### config.mk
export PLATFORM = sky130hd
export DESIGN_NAME = pc_unit
export DESIGN_NICKNAME = d
export VERILOG_FILES = /design/src/rtl/pc_unit_pkg.sv /design/src/rtl/pc_unit.sv
export SDC_FILE = /design/constraint.sdc
export NUM_CORES = 1
export LEC_CHECK = 0
export BUFFER_PORTS_ARGS = -buffer_cell sky130_fd_sc_hd__buf_2
export CAP_MARGIN = 40
export CORE_UTILIZATION = 48
export CTS_BUF_LIST = sky130_fd_sc_hd__clkbuf_8
export DETAILED_ROUTE_END_ITERATION = 8
export GPL_ROUTABILITY_DRIVEN = 0
export GPL_TIMING_DRIVEN = 0
export PLACE_DENSITY = 0.81
export SYNTH_ARGS = -nofsm -noshare
export SYNTH_HDL_FRONTEND = slang
export SYNTH_SLANG_ARGS = --single-unit
### constraint.sdc
create_clock -name clk -period 1.75 [get_ports clk]
set_input_delay 0.35 -clock clk [delete_from_list [all_inputs] [get_ports clk]]
set_output_delay 0.35 -clock clk [all_outputs]
set_load 0.005 [all_outputs]
### src/rtl/pc_unit_pkg.sv
// Shared CPU definitions: PC-unit state encoding and the default reset/exception vectors.
package cpu_defs;

  typedef enum logic {
    IDLE = 1'b0,
    HOLD = 1'b1
  } pc_state_t;

  localparam logic [31:0] DEFAULT_RESET_PC = 32'h0000_3000;
  localparam logic [31:0] DEFAULT_EXC_PC   = 32'h0000_4180;
  localparam int          DEFAULT_STEP     = 4;

  function automatic logic misaligned(input logic [1:0] low);
    return low != 2'b00;
  endfunction

endpackage

### src/rtl/pc_unit.sv
// Program counter with prioritised next-PC selection, a one-entry buffer for redirects
// that arrive during a stall, a registered flush pulse and a sticky misalignment flag.
module pc_unit
  import cpu_defs::*;
#(
  parameter int               WIDTH    = 32,
  parameter logic [WIDTH-1:0] RESET_PC = WIDTH'(DEFAULT_RESET_PC),
  parameter logic [WIDTH-1:0] EXC_PC   = WIDTH'(DEFAULT_EXC_PC),
  parameter int               STEP     = DEFAULT_STEP
) (
  input  logic             clk,
  input  logic             reset,
  input  logic             stall,
  input  logic             redirect,
  input  logic [WIDTH-1:0] target,
  input  logic             exc,
  input  logic             eret,
  input  logic [WIDTH-1:0] epc,
  output logic [WIDTH-1:0] pc,
  output logic [WIDTH-1:0] pc_next_seq,
  output logic             flush,
  output logic             pending,
  output logic             misalign
);

  pc_state_t        state, state_next;
  logic [WIDTH-1:0] buffer, buffer_next;
  logic [WIDTH-1:0] pc_next;
  logic             nonseq;

  assign pc_next_seq = pc + WIDTH'(STEP);
  assign pending     = (state == HOLD);

  // Next-PC priority: exception, return, redirect (live beats buffered), stall, sequential.
  always_comb begin
    state_next  = state;
    buffer_next = buffer;
    pc_next     = pc_next_seq;
    nonseq      = 1'b0;
    if (exc) begin
      pc_next    = EXC_PC;
      nonseq     = 1'b1;
      state_next = IDLE;
    end else if (eret) begin
      pc_next    = epc;
      nonseq     = 1'b1;
      state_next = IDLE;
    end else if (redirect && !stall) begin
      pc_next    = target;
      nonseq     = 1'b1;
      state_next = IDLE;
    end else if (redirect) begin
      pc_next     = pc;
      buffer_next = target;
      state_next  = HOLD;
    end else if (state == HOLD && !stall) begin
      pc_next    = buffer;
      nonseq     = 1'b1;
      state_next = IDLE;
    end else if (stall) begin
      pc_next = pc;
    end
  end

  always_ff @(posedge clk) begin
    if (reset) begin
      state    <= IDLE;
      pc       <= RESET_PC;
      buffer   <= '0;
      flush    <= 1'b0;
      misalign <= 1'b0;
    end else begin
      state  <= state_next;
      pc     <= pc_next;
      buffer <= buffer_next;
      flush  <= nonseq;
      if (nonseq && misaligned(pc_next[1:0])) begin
        misalign <= 1'b1;
      end
    end
  end

endmodule

# ---- Word-level counts from Yosys, hierarchy flattened
# Index checks and enable logic that the tools add are counted.
dict set report op_classes {
  bitwise 3
  add_sub_neg 1
  n_eq_ne 4
  multipliers 0
  div_mod_pow 0
  n_mux 13
  shift 0
  n_lt_le_gt_ge 0
  n_reduce_logical 11
}
# op n
set op_table {}
lappend op_table {{2-to-1 mux 32 bit} 5}
lappend op_table {{adder 32 x 3 -> 32 bit, second input constant} 1}
lappend op_table {{2-to-1 mux 15 bit} 1}
lappend op_table {{inequality test 4 x 1 -> 1 bit, second input constant} 2}
lappend op_table {{2-to-1 mux 1 bit} 7}
lappend op_table {{inequality test 5 x 1 -> 1 bit, second input constant} 1}
lappend op_table {{AND reduction 2 bit} 2}
lappend op_table {{AND reduction 4 bit} 1}
lappend op_table {{nonzero test 2 bit} 2}
lappend op_table {{OR reduction 4 bit} 1}
lappend op_table {{logical AND 1 bit} 3}
lappend op_table {{inequality test 3 x 1 -> 1 bit, second input constant} 1}
lappend op_table {{NOT 1 bit} 3}
lappend op_table {{OR reduction 2 bit} 1}
lappend op_table {{zero test 1 bit} 1}
dict set report totals {
  mem_bits_rw 0
  elab_cells 39
  ff_bits 67
  out_inout_bits 67
  mem_count 0
  input_bits 70
  romBits 0
  latchBits 0
}

# ---- Longest topological paths before layout
# Gate-level depths: netlist of the first run.
dict set report depth {
  word_depth 9
  depth_mapped 8
  mapped_depth_nobuf 6
}

# ---- Worst setup path after synthesis of the first run
# OpenSTA, ideal clock, no wires.
dict set report synth_path {
  path_type {reg-to-output}
  startpoint {reg pc[2]}
  endpoint {out pc_next_seq[30]}
  path_buffers 0
  path_stages_with_launch 6
  slack_ps -256
  required_ps 1400
  arrival_time_ps 1656
  path_cell_list {dfxtp_1 -> ha_1 -> nand3_1 -> or3_4 -> nor4_2 -> xor2_1}
}
dict set report synth_between {
  elab_chain_len 1
}
# element line_no
set synth_rtl {}
lappend synth_rtl {{start, declared} pc_unit.sv:19} ;# output logic [WIDTH-1:0] pc,
lappend synth_rtl {{start signal, assigned} pc_unit.sv:74} ;# pc <= pc_next;
lappend synth_rtl {{adder 32 x 3 -> 32 bit} pc_unit.sv:31} ;# assign pc_next_seq = pc + WIDTH'(STEP);
lappend synth_rtl {{end, declared} pc_unit.sv:20} ;# output logic [WIDTH-1:0] pc_next_seq,
# No other way between the ends.

# ---- Worst setup path after layout of the first run
dict set report layout_path {
  startpoint {reg pc[3]}
  endpoint {out pc_next_seq[26]}
}
# Same word-level chain as after synthesis.

==> run summary, run 1 <==
The detailed router placed 6,400 vias in this run. The initial antenna violation count is 0. In this run the deepest clock path goes through 2 buffers. Clock-pin slew was measured on the worst setup and hold paths at 0.08 ns.

The first TritonRoute pass finished after 8 iterations. After synthesis the netlist holds a flip-flop and latch count of 67. TritonCTS built the clock tree.

Warning count from the yosys run: 0. Setup repair after global routing could not meet its margin everywhere. The tools report the number of pins with negative max-slew slack in the final report as 0. STA puts the critical path data arrival time at 2.32 ns. Largest net degree at the start of global routing: 12.

The number of nets in the synthesized netlist was 642; the share of the yosys chip area belonging to registers was 31.8%. The routed design has 23,200 um of wire. Measured along the x axis, the die boundary spans 95.8 um. The clock tree synthesis step divided the H-tree into 3 levels.

The run gives 1.40 ns as the required time at the worst-slack endpoint. After synthesis, the largest area contributor takes up 31.8% of total cell area. The count of input and output buffers was 133. The endpoint type of the worst setup path was an output pin.

In the final layout, the share of cells above drive strength 1 is 45.5%. The total overflow left after global routing is 0. Buffers inserted during clock tree synthesis total 9. The largest individual stage delay along the critical path comes from the cell dfxtp_4. The number of enable flip-flop cells after synthesis works out to 0. The path type of the worst setup path is reg2out. Of all nets on the critical path, the largest fanout is 5. The floorplan step defined a core boundary enclosing 8380 um^2. The run finished, with violations left. Between clock sinks in the finished design, the worst skew comes to 0.0141 ns. Headroom to the max-slew limit came out at 49.2%. The tools report the via count of the first global-routing pass as 5,145. The type of element launching the critical path was a flop. From synthesis to final layout, the design area changed by 55.3%. The synthesized design spends more area on one cell type than any other, namely dfxtp_1. The run gives 0 as the total count of hold-check failures in the final report. Averaged over all synthesized cells, the footprint is 7.40 um^2. After the last flow step, the layout net total stands at 856. In this run the power density over the cells is 593 nW/um^2.

For the cell leakage power, the log shows 2.92 nW. After routing, the total negative slack on setup checks comes to -21.97 ns. The instance count of the mapped netlist was 570; the number of maximum-capacitance constraint violations was 0.

For this block, the initial DRC count from the detailed router was 1,287. The run gives 57 as the total of endpoints with negative setup slack in the final report. The tools report the number of distinct library cells after synthesis as 68. The TritonCTS sink count is 67.

The post-cts hold buffer count is 0, and the number of inserted diodes is 0. The min-delay analysis places its worst path in the category in2reg. Dividing the detail-routed wire length by the instance count gives 25.9 um. For the pin with the worst max-slew slack, the measured transition is 0.761 ns. The floorplan has 33 rows. The delay of the slowest critical-path stage was 0.48 ns; the final worst setup slack was -0.916 ns. In the post-synthesis netlist, the biggest area contributors are dfxtp_1 (32%), nand2_1 (9.2%), a21oi_1 (7.5%). The cell depth of the worst hold path was 3; the average via count per standard cell was 7.16. The maximum vdd drop was 0.490 mV; the wire length of the first global-routing pass was 27,600 um.

Counting flops with an async set or reset pin after synthesis yields a share of 0%. The signal on the critical path passes through ha_4 -> nand3_4 -> or3_4 -> nor4_4 -> xor2_1 -> buf_2. The tools report the clock latency of the later-clocked register in the worst-skew pair as 0.36 ns.

The final reports fail on setup timing. The die covers 9170 um^2. The height of the die is 95.8 um, and the initial cell density of the core is 50.4%. The design draws 0.00388 W.

The cell area that synthesis handed to floorplanning was 4220 um^2. The count of nets left with antenna violations once routing finished came out at 0. Counting cells, the worst reg-to-reg path comes to 9. Dominant synthesized flop cell: dfxtp_1. Post-route DRC violation count: 0. Summed over all nets, the half-perimeter wirelength after detailed placement is 12,300 um. 137 I/O pins were placed. For the finished layout, the period the worst path requires is 2.67 ns.

Global routing used 41.2% of the available tracks across all layers. The upper clock frequency limit is 375 MHz, and the share of the cycle needed by the critical path after routing is 152%. The buffer cell driving the clock tree root was clkbuf_8.
-- final timing paths --
check        startpoint         endpoint  slack (ns)
max               pc[3]  pc_next_seq[26]       -0.92
max reg2reg       pc[3]           pc[18]       -0.50
min reg2reg   buffer[0]        buffer[0]        0.46
min          target[30]       buffer[30]        0.24
-- timing repair --
item | in CTS | in global routing
gates resized for setup | 96 | 92
buffers inserted | 50 | 30
endpoints found under the setup margin | 81 | 87
pin swaps | 39 | 46
-- cells in the mapped netlist, types with 7 or more instances --
cell type	n
clkbuf_1	34
nand2_1	103
dfxtp_1	67
xnor2_1	13
nand3_1	18
o21ai_0	33
nor3_1	22
nand4_1	8
o21a_1	7
nor2_1	32
a21oi_1	63
a211oi_1	7
a221oi_1	7
xor2_1	11
inv_1	8
-- stage by stage --
| stage | worst slack, ns | instances | area (um^2) | hold slack (ns) | util [%] |
|---|---|---|---|---|---|
| after detailed placement | -0.715 | 809 | 5120 | 0.449 | 61.1 |
| final | -0.916 | 894 | 6550 | 0.242 | 78.2 |
| after floorplan | -0.0402 | 570 | 4310 | 0.432 | - |
| after CTS | -0.552 | 871 | 5990 | 0.226 | 71.5 |
| after global placement | -0.672 | 808 | 5110 | 0.439 | 60.9 |
| after global routing | -0.907 | 894 | 6550 | 0.257 | 78.2 |
-- state kept, by name (all words and copies together) (netlist names) --
name,cells
buffer,32
flush,1
misalign,1
pc,32
pending,1
-- power by group --
| group | internal (W) | switching (W) | total [W] |
|---|---|---|---|
| logic | 0.000378 | 0.000553 | 0.000931 |
| clock network | 0.000634 | 0.000644 | 0.00128 |
| registers | 0.00158 | 0.0000972 | 0.00167 |
| total | 0.00259 | 0.00129 | 0.00388 |
-- per-layer routing --
layer / GRT usage (%) / routed length [um] / vias to the layer above
met5: 0 / 44 / -
met4: 25.4 / 2180 / 2
met3: 12.7 / 4000 / 287
met2: 61.3 / 9250 / 779
met1: 51.8 / 7690 / 2846
li1: - / - / 2486
-- cell families (layout without fill, tap and decap cells) --
| family | after synthesis | count (layout) | synth area share [%] |
|---|---|---|---|
| XOR/XNOR | 24 | 24 | 4.98 |
| AO/OA/AOI/OAI | 176 | 176 | 26.5 |
| flip-flops | 67 | 67 | 31.8 |
| multiplexers | 2 | 2 | 0.504 |
| buffers and inverters | 59 | 278 | 6.91 |
| adder cells (fa/ha/maj) | 2 | 2 | 0.593 |
| AND/OR/NAND/NOR | 240 | 240 | 28.8 |
-- layout by cell type, fill, tap and decap left out, types with 5 or more instances in the layout --
cell type / instances
a211oi_1: 7
a21oi_1: 60
a221oi_1: 5
a31oi_1: 6
buf_2: 133
buf_4: 49
buf_6: 27
clkbuf_1: 16
clkbuf_2: 16
clkbuf_8: 12
dfxtp_1: 43
dfxtp_2: 8
dfxtp_4: 16
inv_1: 11
nand2_1: 98
nand2b_1: 5
nand3_1: 10
nand3_4: 7
nand4_1: 8
nor2_1: 24
nor2_4: 6
nor2b_1: 6
nor3_1: 11
nor3_2: 7
nor4_4: 5
o211ai_1: 5
o21a_1: 7
o21ai_0: 29
o22ai_1: 6
o31a_1: 5
o31ai_1: 5
xnor2_1: 5
xnor2_4: 5
xor2_1: 7
-- cell type report --
| cell class | count | area (um^2) |
|---|---|---|
| buffer | 46 | 275 |
| timing repair buffer | 206 | 1340 |
| clock buffer | 9 | 124 |
| clock inverter | 7 | 55.1 |
| inverter | 10 | 41.3 |
| fill | 511 | 1830 |
| multi-input combinational | 444 | 3170 |
| sequential | 67 | 1410 |
| tap | 105 | 131 |
-- worst max-delay path, delay by kind of cell, from the launching register on --
family | cells | cell delay, ns
adders and majority gates | 1 | 0.19
buffers and inverters | 1 | 0.18
and+or+nand+nor | 3 | 0.84
xor gates and xnor gates | 1 | 0.25
DFF | 1 | 0.48
Note: power is estimated with default switching activity, not from simulation.
==> inputs of run 2 (changes only) <==
--- a/config.mk
+++ b/config.mk
@@ -7,12 +7,13 @@
 export LEC_CHECK = 0
 export BUFFER_PORTS_ARGS = -buffer_cell sky130_fd_sc_hd__buf_2
 export CAP_MARGIN = 40
-export CORE_UTILIZATION = 48
-export CTS_BUF_LIST = sky130_fd_sc_hd__clkbuf_8
+export CORE_UTILIZATION = 47
+export CTS_BUF_LIST = sky130_fd_sc_hd__clkbuf_16
 export DETAILED_ROUTE_END_ITERATION = 8
 export GPL_ROUTABILITY_DRIVEN = 0
 export GPL_TIMING_DRIVEN = 0
-export PLACE_DENSITY = 0.81
+export PLACE_DENSITY = 0.8
+export SKIP_LAST_GASP = 1
 export SYNTH_ARGS = -nofsm -noshare
 export SYNTH_HDL_FRONTEND = slang
 export SYNTH_SLANG_ARGS = --single-unit
==> run 2 against run 1 <==
  * The run still ends with setup timing left
  * Sequential power about the same
  * Clock skew is 0.0041 ns lower
  * Sequential share of layout area rose by 0.39 points
  * Via count decreased by 6.3%
  * Die area rose by 2.1%
  * Worst hold slack better by 0.018 ns
  * Clock power grew 27%
  * Design area is 1.6% lower
  * Largest power group unchanged
==> run summary, run 2 (synthesis results as in run 1) <==
The buffer cell driving the clock tree root was clkbuf_16. The minimum hold slack came out at 0.260 ns. In the final layout, the registers with the most flip-flops are buffer: 32 flops, pc: 32 flops. The worst register-to-register path has a setup slack of -0.48 ns.

The height of the die came out at 96.8 um. STA classifies the critical path startpoint as a flop. The core region is 8720 um^2. The number of inserted diodes is 0. Most frequent standard cell in the layout excluding fill and tap cells: buf_2. The share of the cycle needed by the critical path after routing came out at 138%. The initial cell density of the core was 48.4%; the half-perimeter wire length after detailed placement was 12,100 um.

In this run the horizontal extent of the chip is 96.8 um. TritonCTS built the clock tree. The number of hold buffers added after CTS was 0. The total of endpoints with negative setup slack in the final report was 45. At the worst endpoint, the arrival time is 2.07 ns. For the count of placed standard cells in the final layout, fillers left out, the log shows 889.

The post-route clock skew is 0.00998 ns, and the upper clock frequency limit is 414 MHz. For the placed cell area, the log shows 5120 um^2. Cell depth of the worst hold path: 2. The final reports fail on setup timing.

The tools report the worst-case headroom to the max-slew limit as 55.2%. The final-layout fill cell count is 583. Dividing the detail-routed wire length by the instance count gives 23.7 um. Adding up every negative setup slack in the final design gives -15.04 ns.

The floorplan step defined a die boundary enclosing 9360 um^2. Dividing the detail-routed via count by the number of cells gives 6.75. In the final design database the tool counted 848 nets.

The flow ran to the end, but the final reports show violations. At the worst endpoint, the required time is 1.40 ns. Before antenna repair, the detailed router went through 7 iterations.

By startpoint and endpoint, the worst setup path is classified as reg2out. The tools report the TritonCTS sink count as 67. Compared with the post-synthesis result, the final layout area differs by 52.8%. The tools report the maximum count of clock buffers along a single path as 2. The number of pins with negative max-slew slack in the final report is 0. STA classifies the critical path endpoint as an output pin.

Class of the tightest hold or removal check: in2reg. The post-route DRC violation count was 0. The total clock buffers created by CTS is 9, and the clock edge transition at the registers on the reported setup and hold paths is 0.06 ns. The worst register-to-register path begins at pc[3]. Initial antenna violation count: 0.

Counting I/O delays and the setup requirement, the final critical path takes 2.42 ns. Setup repair after global routing could not meet its margin everywhere. The total count of hold-check failures in the final report came out at 0.

The logs give 11 for the largest net degree at the start of global routing and 1,103 for the count of routing violations after the opening detailed-route iteration. For the number of maximum-capacitance constraint violations, the log shows 0. For the final worst setup slack, the log shows -0.666 ns. In this run the static leakage power is 2.86 nW. Clock latency on the worst-skew pair, taken at its later pin, is 0.33 ns.

The wire length of the first global-routing pass is 28,900 um, and the ratio of total power to cell area is 649 nW/um^2. The worst register-to-register path has a depth of 9. The share of cells above drive strength 1 works out to 44.0%. The clock tree synthesis step divided the H-tree into 3 levels. The logs give -0.718 ns for the worst slack after detailed placement and 0 for the total overflow reported by the global router. For the I/O pin count, the log shows 137.

Across the VDD grid, the largest voltage drop is 0.616 mV. The run gives 6450 um^2 as the final instance area. Count of antenna-violating nets left after detailed routing: 0. The final layout contains routed wiring with a total length of 21,100 um.

At the pin with the least slew margin, the transition time is 0.672 ns. Including well taps, the total number of placed cells is 812. Input and output buffers added on the ports amount to 133. Beginning of the worst hold path: epc[5].

The run gives 34 as the placement row count. Leaving out fill and tap cells, the most frequent cells in the layout are buf_2 (133), nand2_1 (99), a21oi_1 (62). The final route contains 5,999 vias. Along the worst path, the maximum fanout reaches 6. Via count of the first global-routing pass: 5,471. The endpoint identified for the worst register-to-register timing path is pc[18].

For the overall fraction of global-route tracks in use, the log shows 39.2%. For hold timing, the worst endpoint is pc[5].
==> run 2: worst max-delay path, stage by stage, from the launching register on <==
cell,delay [ns]
dfxtp_4,0.46
nand3_4,0.15
nor4_4,0.47
buf_4,0.20
and4_1,0.22
or2_4,0.13
buf_6,0.08
==> run 2: layout make-up <==
class / instances / area, um^2 / share of cell area, %
inverters: 10 / 41.3 / 0.640
plain buffers: 46 / 283 / 4.39
flip-flops and latches: 67 / 1410 / 21.9
well taps: 108 / 135 / 2.10
clock inverters: 7 / 28.8 / 0.446
clock buffers: 9 / 225 / 3.49
repair buffers: 198 / 1230 / 19.1
multi-input cells: 444 / 3090 / 47.9
==> run 2: timing repair <==
item                                    4_1_cts  5_1_grt
resized for setup                            91       80
buffers inserted                             44       26
endpoints found under the setup margin       71       87
pin swaps                                    42       40
==> run 2: how the worst max path moves through the flow <==
stage | startpoint | end | slack, ns | cells past startpoint
after floorplan | pc[13] | pc_next_seq[21] | -0.04 | 5
after global placement | stall | misalign | -0.70 | 6
after detailed placement | stall | misalign | -0.72 | 6
after CTS | pc[9] | pc_next_seq[28] | -0.48 | 7
after global routing | pc[9] | pc_next_seq[28] | -0.70 | 7
final | pc[14] | pc_next_seq[28] | -0.67 | 6
==> run 2: stage by stage <==
| step | utilization, % | total power (W) |
|---|---|---|
| 3_5_place_dp | 58.7 | 0.00236 |
| 4_1_cts | 69.0 | 0.00398 |
| 5_1_grt | 73.9 | 0.00427 |
| 2_1_floorplan | - | 0.00204 |
| 6_report | 73.9 | 0.00419 |
| 3_3_place_gp | 58.6 | 0.00234 |
==> run 2: report_power, final <==
group / internal [W] / switching [W] / total, W / leakage [nW]
Clock: 0.000929 / 0.000688 / 0.00162 / 0.138
Sequential: 0.00158 / 0.0000962 / 0.00167 / 0.560
Combinational: 0.000375 / 0.000521 / 0.000896 / 2.16
Total: 0.00288 / 0.00131 / 0.00419 / 2.86
==> run 2: layer usage <==
metal | GRT usage (%) | up-vias | part of all wire, %
met5 | 0 | - | 0
met4 | 26.2 | 0 | 7.6
met3 | 11.0 | 207 | 15
met2 | 58.4 | 631 | 43
met1 | 49.3 | 2697 | 34
li1 | - | 2464 | -
